===== src/rtl/elevator_button_encoder.sv =====
// elevator_button_encoder
// Front-end for the elevator controller. It synchronises and debounces 30 raw
// button lines and latches each new press as a pending request. Pending requests
// are then issued one at a time, in round-robin order, over a valid/ready
// handshake as a 5-bit button code with a move-direction qualifier.
// Optional feature macro: ELEV_BTN_LAMP_EN builds the button lamp register.
// When the macro is not defined, lamp_o is tied low and the clear inputs are unused.

`timescale 1ns/1ps

module elevator_button_encoder #(
    parameter int DEB_DIV = 1000,
    parameter int DEB_CNT = 3
) (
    input  logic        clk,
    input  logic        reset,
    input  logic [9:0]  inside_btn_i,
    input  logic [9:0]  up_btn_i,
    input  logic [9:0]  down_btn_i,
    input  logic [3:0]  cur_floor_i,
    input  logic        req_ready_i,
    input  logic        clr_valid_i,
    input  logic [3:0]  clr_floor_i,
    output logic        req_valid_o,
    output logic [4:0]  req_code_o,
    output logic        req_move_dir_o,
    output logic [29:0] lamp_o
);

    localparam int N = 30;

    logic [N-1:0] rawBtn;
    logic [N-1:0] sync1_q, sync2_q;
    logic [15:0]  tickCnt_q, tickCnt_d;
    logic         tick;
    logic [3:0]   agreeCnt_q [N];
    logic [3:0]   agreeCnt_d [N];
    logic [N-1:0] debState_q, debState_d;
    logic [N-1:0] debPrev_q;
    logic [N-1:0] press;
    logic [N-1:0] pending_q, pending_d;
    logic [N-1:0] pickMask;
    logic [4:0]   last_q;
    logic         req_valid_q;
    logic [4:0]   req_code_q;
    logic         req_move_dir_q;
    logic         loadEn;
    logic         found;
    logic [4:0]   pickIdx;
    logic [5:0]   cand;
    logic         pickDir;

    // Request index order is inside 0..9, up 10..19, down 20..29.
    assign rawBtn = {down_btn_i, up_btn_i, inside_btn_i};

    // Two-flop synchroniser for the asynchronous button lines
    always_ff @(posedge clk) begin
        if (reset) begin
            sync1_q <= '0;
            sync2_q <= '0;
        end else begin
            sync1_q <= rawBtn;
            sync2_q <= sync1_q;
        end
    end

    assign tick      = (tickCnt_q == 16'(DEB_DIV - 1));
    assign tickCnt_d = tick ? 16'd0 : tickCnt_q + 16'd1;

    // Per-button agreement counting; state flips after DEB_CNT differing ticks
    always_comb begin
        debState_d = debState_q;
        for (int j = 0; j < N; j++) begin
            agreeCnt_d[j] = agreeCnt_q[j];
            if (tick) begin
                if (sync2_q[j] != debState_q[j]) begin
                    if (agreeCnt_q[j] == 4'(DEB_CNT - 1)) begin
                        debState_d[j] = ~debState_q[j];
                        agreeCnt_d[j] = 4'd0;
                    end else begin
                        agreeCnt_d[j] = agreeCnt_q[j] + 4'd1;
                    end
                end else begin
                    agreeCnt_d[j] = 4'd0;
                end
            end
        end
    end

    // Sample-tick divider and debounce state registers
    always_ff @(posedge clk) begin
        if (reset) begin
            tickCnt_q  <= '0;
            debState_q <= '0;
            debPrev_q  <= '0;
            for (int j = 0; j < N; j++) begin
                agreeCnt_q[j] <= '0;
            end
        end else begin
            tickCnt_q  <= tickCnt_d;
            debState_q <= debState_d;
            debPrev_q  <= debState_q;
            for (int j = 0; j < N; j++) begin
                agreeCnt_q[j] <= agreeCnt_d[j];
            end
        end
    end

    // Only the rising edge of the debounced state counts as a press.
    assign press  = debState_q & ~debPrev_q;
    assign loadEn = !req_valid_q || req_ready_i;

    // Round-robin search for the first pending index after the last one issued
    always_comb begin
        found   = 1'b0;
        pickIdx = '0;
        cand    = '0;
        for (int k = 0; k < N; k++) begin
            cand = 6'(last_q) + 6'(k) + 6'd1;
            if (cand >= 6'd30) begin
                cand = cand - 6'd30;
            end
            if (!found && pending_q[cand[4:0]]) begin
                found   = 1'b1;
                pickIdx = cand[4:0];
            end
        end
    end

    // Direction: inside calls compare against the car floor, hall calls are fixed
    always_comb begin
        pickDir = 1'b0;
        if (pickIdx < 5'd10) begin
            pickDir = (pickIdx > {1'b0, cur_floor_i});
        end else if (pickIdx < 5'd20) begin
            pickDir = 1'b1;
        end
    end

    // A press arriving on the bit being issued wins, so that request is reissued later.
    assign pickMask  = (loadEn && found) ? (N'(1) << pickIdx) : '0;
    assign pending_d = (pending_q & ~pickMask) | press;

    // Pending request set and the handshake output register
    always_ff @(posedge clk) begin
        if (reset) begin
            pending_q      <= '0;
            last_q         <= 5'd29;
            req_valid_q    <= 1'b0;
            req_code_q     <= '0;
            req_move_dir_q <= 1'b0;
        end else begin
            pending_q <= pending_d;
            if (loadEn) begin
                if (found) begin
                    req_valid_q    <= 1'b1;
                    req_code_q     <= pickIdx + 5'd1;
                    req_move_dir_q <= pickDir;
                    last_q         <= pickIdx;
                end else begin
                    req_valid_q    <= 1'b0;
                    req_code_q     <= '0;
                    req_move_dir_q <= 1'b0;
                end
            end
        end
    end

    assign req_valid_o    = req_valid_q;
    assign req_code_o     = req_code_q;
    assign req_move_dir_o = req_move_dir_q;

`ifdef ELEV_BTN_LAMP_EN
    logic [N-1:0] lamp_q;
    logic [N-1:0] pressDly_q;
    logic [9:0]   floorHot;
    logic [N-1:0] clrMask;

    // A floor clear covers the car, hall-up and hall-down lamps of that floor.
    assign floorHot = 10'd1 << clr_floor_i;
    assign clrMask  = (clr_valid_i && (clr_floor_i <= 4'd9)) ?
                      {floorHot, floorHot, floorHot} : '0;

    // Lamps follow pending by one cycle; a new press overrides a same-cycle clear
    always_ff @(posedge clk) begin
        if (reset) begin
            pressDly_q <= '0;
            lamp_q     <= '0;
        end else begin
            pressDly_q <= press;
            lamp_q     <= (lamp_q & ~clrMask) | pressDly_q;
        end
    end

    assign lamp_o = lamp_q;
`else
    logic unusedClr;

    assign unusedClr = clr_valid_i ^ (^clr_floor_i);
    assign lamp_o    = '0;
`endif

endmodule


===== config.mk =====
export PLATFORM = sky130hd
export DESIGN_NAME = elevator_button_encoder
export DESIGN_NICKNAME = d
export VERILOG_FILES = /design/src/rtl/elevator_button_encoder.sv
export SDC_FILE = /design/constraint.sdc
export NUM_CORES = 1
export LEC_CHECK = 0
export ABC_AREA = 1
export ABC_CLOCK_PERIOD_IN_PS = 13000
export BUFFER_PORTS_ARGS = -buffer_cell sky130_fd_sc_hd__buf_2
export CAP_MARGIN = 20
export CORE_ASPECT_RATIO = 1.1
export CORE_MARGIN = 2
export CORE_UTILIZATION = 60
export CTS_CLUSTER_SIZE = 30
export DETAILED_ROUTE_END_ITERATION = 8
export PLACE_DENSITY = 0.88
export SLEW_MARGIN = 40
export SYNTH_ARGS = -nofsm -noshare
export SYNTH_HDL_FRONTEND = slang
export SYNTH_SLANG_ARGS = --single-unit

===== constraint.sdc =====
create_clock -name clk -period 13 [get_ports clk]
set_input_delay 0.65 -clock clk [delete_from_list [all_inputs] [get_ports clk]]
set_output_delay 0.65 -clock clk [all_outputs]
set_load 0.03 [all_outputs]

After elaboration in Yosys (flattened, before gate mapping)
Memory sizes are Yosys's and may differ from the RTL's.
Cells that the tools add are included.
- $add $sub $neg: 120
- shifts and indexed selects: 1
- bitwise logic cells: 65
- multipliers: 0
- reductions and logical operators: 93
- $lt $le $gt $ge: 63
- div/mod/pow operators: 0
- equality and inequality tests: 61
- mux-type cells: 279
- operators by type and width (cell ; count):
    $mux W4 ; 120
    $mux W5 ; 61
    $ge A6 B5 Y1 const B ; 30
    $lt A5 B6 Y1 const B ; 30
    $add A6 B1 Y6 const B ; 29
    $bmux W1 S5 ; 30
    $sub A5 B5 Y5 const B ; 30
    $add A4 B1 Y4 const B ; 30
    $eq A4 B2 Y1 const B ; 30
    $reduce_and A3 Y1 ; 30
    $add A5 B5 Y6 const B ; 14
    $mux W1 ; 67
    $and A30 B30 Y30 ; 2
    $not A30 Y30 ; 2
    $add A5 B4 Y6 const B ; 8
    $logic_and A1 B1 Y1 ; 30
    $logic_not A1 Y1 ; 30
    $mux W30 ; 1
    $ne A1 B1 Y1 ; 30
    $not A1 Y1 ; 30
    $or A1 B1 Y1 ; 30
    $or A30 B30 Y30 ; 1
    $shl A1 B5 Y30 const A ; 1
    $add A5 B3 Y6 const B ; 4
    11 further kinds ; 12
- input port bits: 42
- bits in read-only memories: 0
- latch bits: 0
- register bits after elaboration: 178
- RAM bits: 120
- memories: 1
- output and inout port bits: 37
- memories (memory ; depth ; bits a word ; read ports ; clocked after memory_dff ; wr ports ; line ; source):
    agreeCnt_q ; 30 ; 4 ; 30 ; 0 ; 30 ; 36 ; logic [3:0] agreeCnt_q [N];

Depth between registers and ports, before layout
- depth in word-level cells: 98
- mapped depth: 54

Worst setup path after synthesis
No wires, ideal clock.
- kind: reg-to-reg
- start point: register last_q[1]
- end point: register req_move_dir_q (netlist: req_move_dir_o)
- path slack: 6.538 ns
- stages on the path, launching flop included: 45
- arrival time: 6.395 ns
- period minus slack after synthesis: 6.462 ns
- required time: 12.933 ns
- cell sequence: dfxtp_1 > buf_2 > inv_2 > buf_1 > ha_1 > buf_6 > inv_2 > buf_2 > buf_1 > ha_1 > nand2_1 > o21ai_1 > nand3_1 > nand3_1 > nand3_1 > nand2_2 > inv_2 > nand4_4 > (+9 left out) > nand4_4 > nor2_4 > nand4_2 > nor2_2 > nand3_1 > nand2_1 > nand2_1 > nand2_1 > inv_1 > ha_1 > nand2_1 > o21ai_0 > a21oi_1 > a41oi_1 > nor2_1 > nand2_1 > nand2_1 > a21oi_2
- cells in the longest elaborated chain, start to end: 97
- elaborated cells on any way between the ends: 332
- classes of those cells: add/sub (88); order compare (33); mux (153); reduce/logical (58)
- ends and longest elaborated chain (what ; line ; source):
    from (decl) ; 43 ; logic [4:0] last_q;
    from (signal assigned) ; 159 ; last_q <= pickIdx;
    branches (longest 92 deep; another with $add A5 B1 Y6) ; - ;
    $mux W5 * ; 123 ; if (!found && pending_q[cand[4:0]]) begin
    via pickIdx[1] ; 49 ; logic [4:0] pickIdx;
    $lt A5 B5 Y1 ; 135 ; end else if (pickIdx < 5'd20) begin
    $mux W1 ; 135 ;
    $mux W1 * ; 133 ; if (pickIdx < 5'd10) begin
    $mux W1 * ; 155 ; if (found) begin
    to (signal assigned) ; 158 ; req_move_dir_q <= pickDir;
    to (decl) ; 46 ; logic req_move_dir_q;
Mark *: on every way through the listed nets, which the timed path passes. The select of a mux whose other input is x is not followed.
A chain may end at the register's enable or synchronous reset.

Worst setup path in the final report
- start point: register last_q[2]
- end point: register req_move_dir_q (netlist: req_move_dir_o)
The elaborated chain is that of the path after synthesis.

==> results.md <==
- Worst slew pin tran: 0.953 ns
- Initial antenna violation count: 0
- Clock Root Buffer: clkbuf_16
- Reg clk slew, reported paths: 0.07 ns
- Die X: 189 µm
- Final setup viols: 0
- Rows: 74
- Worst stage delay on the critical path: 0.65 ns
- First-pass GRT wire length: 108 mm
- Final hold viol count: 0
- Synth Warn #: 0
- Netlist cell types: 73
- Pre-Repair DR Iteration Count: 6
- CP startpoint kind: register
- Synth-to-layout area growth: 5.97%
- Crit path top cell by count: nand2_1
- DRC: 0
- CP Max Fanout: 16
- Crit share post-route: 0.580
- Setup bufs post-CTS: 0
- RSZ-0062 raised after global routing: no
- Setup TNS: 0 ns
- Area of the die: 39200 µm²
- Status: finished clean
- 1st-iter DRT viols: 2650
- Clock period minus worst slack: 7.55 ns
- Post-synthesis sequential area ratio: 0.264
- Total wire length: 69.4 mm
- Placer Congestion: 1.12
- PostCTS Resize Cnt: 0
- Detail Route Antenna Nets: 0
- Die Y: 207 µm
- Diodes inserted: 0
- Crit path arrival time: 7.93 ns
- Area of the multi-input gates: 13900 µm²
- CP Capture Type: register
- CP Class: reg2reg
- Buffers on Ports: 43
- Critical-path top delay cell: dfxtp_2
- Syn Inst Count: 3532
- Synth Flop Type: dfxtp_1
- GRT Total Usage: 0.340
- Skew final: 0.0139 ns
- Slew HR: 0.358
- Syn_area_per_cell: 6.39 µm²
- Gr ovfl total: 0
- EDFF count, synth: 0
- Fillers: 3311
- Final HPWL DP: 48.6 mm
- Synth Cell Area: 22600 µm²
- Share of post-route cells with drive strength above 1: 0.0867
- CTS tree: built
- Deepest clock path buffer count: 3
- Vias in the first global route: 21200
- Register area: 5970 µm²
- Max cap viols: 0
- Starting Density: 0.608
- FFs w/ async S/R, synth: 0
- Top Ports: 79
- Worst skew pair latency: 0.54 ns
- Min-delay worst type: in2reg
- Hold-fix buffers, CTS: 0
- Vias: 23800
- WL/cell: 17.2 µm
- Sink Count: 298
- Synth top area share: 0.264
- Final Max Slew Viols: 0
- Yosys reg bits: 298
- Htree depth: 1
- Fmax: 133 MHz
- Core ar.: 37100 µm²
- Synth area leaders: dfxtp_1, nand2_1, inv_1
- Total CTS buffers: 25
- Vias/cell: 5.90
- Yosys top cell by area: dfxtp_1
- Largest net degree at the start of global routing: 88
- Worst path required time: 13.39 ns
- Post-layout net count: 3666
cell type report:
type / count / share of cell area
clock buffers: 35 / 0.0294
clock inverters: 9 / 0.00743
inverters: 554 / 0.0873
multi-input cells: 2574 / 0.582
flip-flops and latches: 298 / 0.250
well taps: 494 / 0.0258
repair buffers: 71 / 0.0180
metrics by stage:
| step | setup WS (ns) | instance area, µm² | hold slack [ns] | std cells | util |
|---|---|---|---|---|---|
| after floorplan | 6.54 | 22700 | 0.388 | 3561 | - |
| after global placement | 5.57 | 23000 | 0.390 | 3991 | 0.619 |
| after detailed placement | 5.47 | 23000 | 0.392 | 3991 | 0.620 |
| after CTS | 5.44 | 23900 | 0.301 | 4035 | 0.644 |
| after global routing | 4.74 | 23900 | 0.315 | 4035 | 0.644 |
| final | 5.45 | 23900 | 0.316 | 4035 | 0.644 |
sequential cells by signal, summed over array words and instances (netlist names):
name and count:
agreeCnt_q 120, debPrev_q 30, debState_q 30, pending_q 30, sync1_q 30, sync2_q 30
tickCnt_q 16, last_q 5, req_code_o 5, req_move_dir_o 1, req_valid_o 1
per-layer routing:
metal  vias to the layer above  wire length, µm  GRT usage
met5                         -                0          0
met4                         0             5380      0.235
met3                       365             7540     0.0658
met2                      1333            30500      0.545
met1                     10500            26000      0.411
li1                      11600                -          -
Yosys cell counts, types with 58 or more instances:
| library cell | number |
|---|---|
| o21ai_0 | 292 |
| nor2_1 | 358 |
| xor2_1 | 58 |
| nand2_1 | 721 |
| inv_1 | 497 |
| o211ai_1 | 82 |
| a21oi_1 | 150 |
| dfxtp_1 | 298 |
| clkbuf_1 | 58 |
| o21ai_1 | 62 |
| ha_1 | 100 |
| nand3_1 | 294 |
worst max-delay path: cells and delay by family (launching register included):
family | cells | cell delay [ns]
adder cells (fa/ha/maj) | 3 | 1.12
flip-flops | 1 | 0.65
AO/OA/AOI/OAI | 8 | 1.32
AND/OR/NAND/NOR | 26 | 3.24
buffers and inverters | 5 | 0.60
XOR/XNOR | 1 | 0.44
cell families after synthesis:
| logic type | count (synthesis) | share of synthesized area |
|---|---|---|
| simple gates | 1596 | 0.316 |
| compound gates | 765 | 0.203 |
| buf+inv | 689 | 0.125 |
| flops | 298 | 0.264 |
| fa+ha+maj | 100 | 0.0554 |
| xor+xnor | 82 | 0.0353 |
| other cells | 1 | 0.000166 |
| mux | 1 | 0.000444 |
cells in the final DEF (no fill, tap or decap), types with 11 or more instances in the layout:
cell,synthesis,routed
nand2_1,721,721
inv_1,497,497
nor2_1,358,357
dfxtp_1,298,296
nand3_1,294,294
o21ai_0,292,286
a21oi_1,150,149
ha_1,100,100
o211ai_1,82,82
o21ai_1,62,68
xor2_1,58,54
inv_2,45,45
o22ai_1,45,45
buf_2,13,42
nor3_1,38,38
nand4_1,36,36
nand2_2,35,35
conb_1,1,30
buf_4,38,28
clkbuf_16,0,25
o21ai_2,22,22
or2_2,22,22
o311ai_0,16,16
xnor2_1,15,15
nor3b_1,14,14
or2_1,13,13
a211oi_1,13,13
o2111ai_1,12,12
a31oi_1,11,11
o221ai_1,11,11
path summary, 6_finish.rpt:
| check | start | to | slack, ns | depth (start not counted) |
|---|---|---|---|---|
| setup reg to reg | last_q[2] | req_move_dir_o | 5.45 | 43 |
| hold reg to reg | sync1_q[23] | sync2_q[23] | 0.40 | 2 |
| hold / removal | up_btn_i[0] | sync1_q[10] | 0.32 | 3 |
| setup / recovery | last_q[2] | req_move_dir_o | 5.45 | 43 |
Power is left out: the tool's default activity adds up to more than one toggle a clock period on the data nets, which glitch-free logic cannot reach.
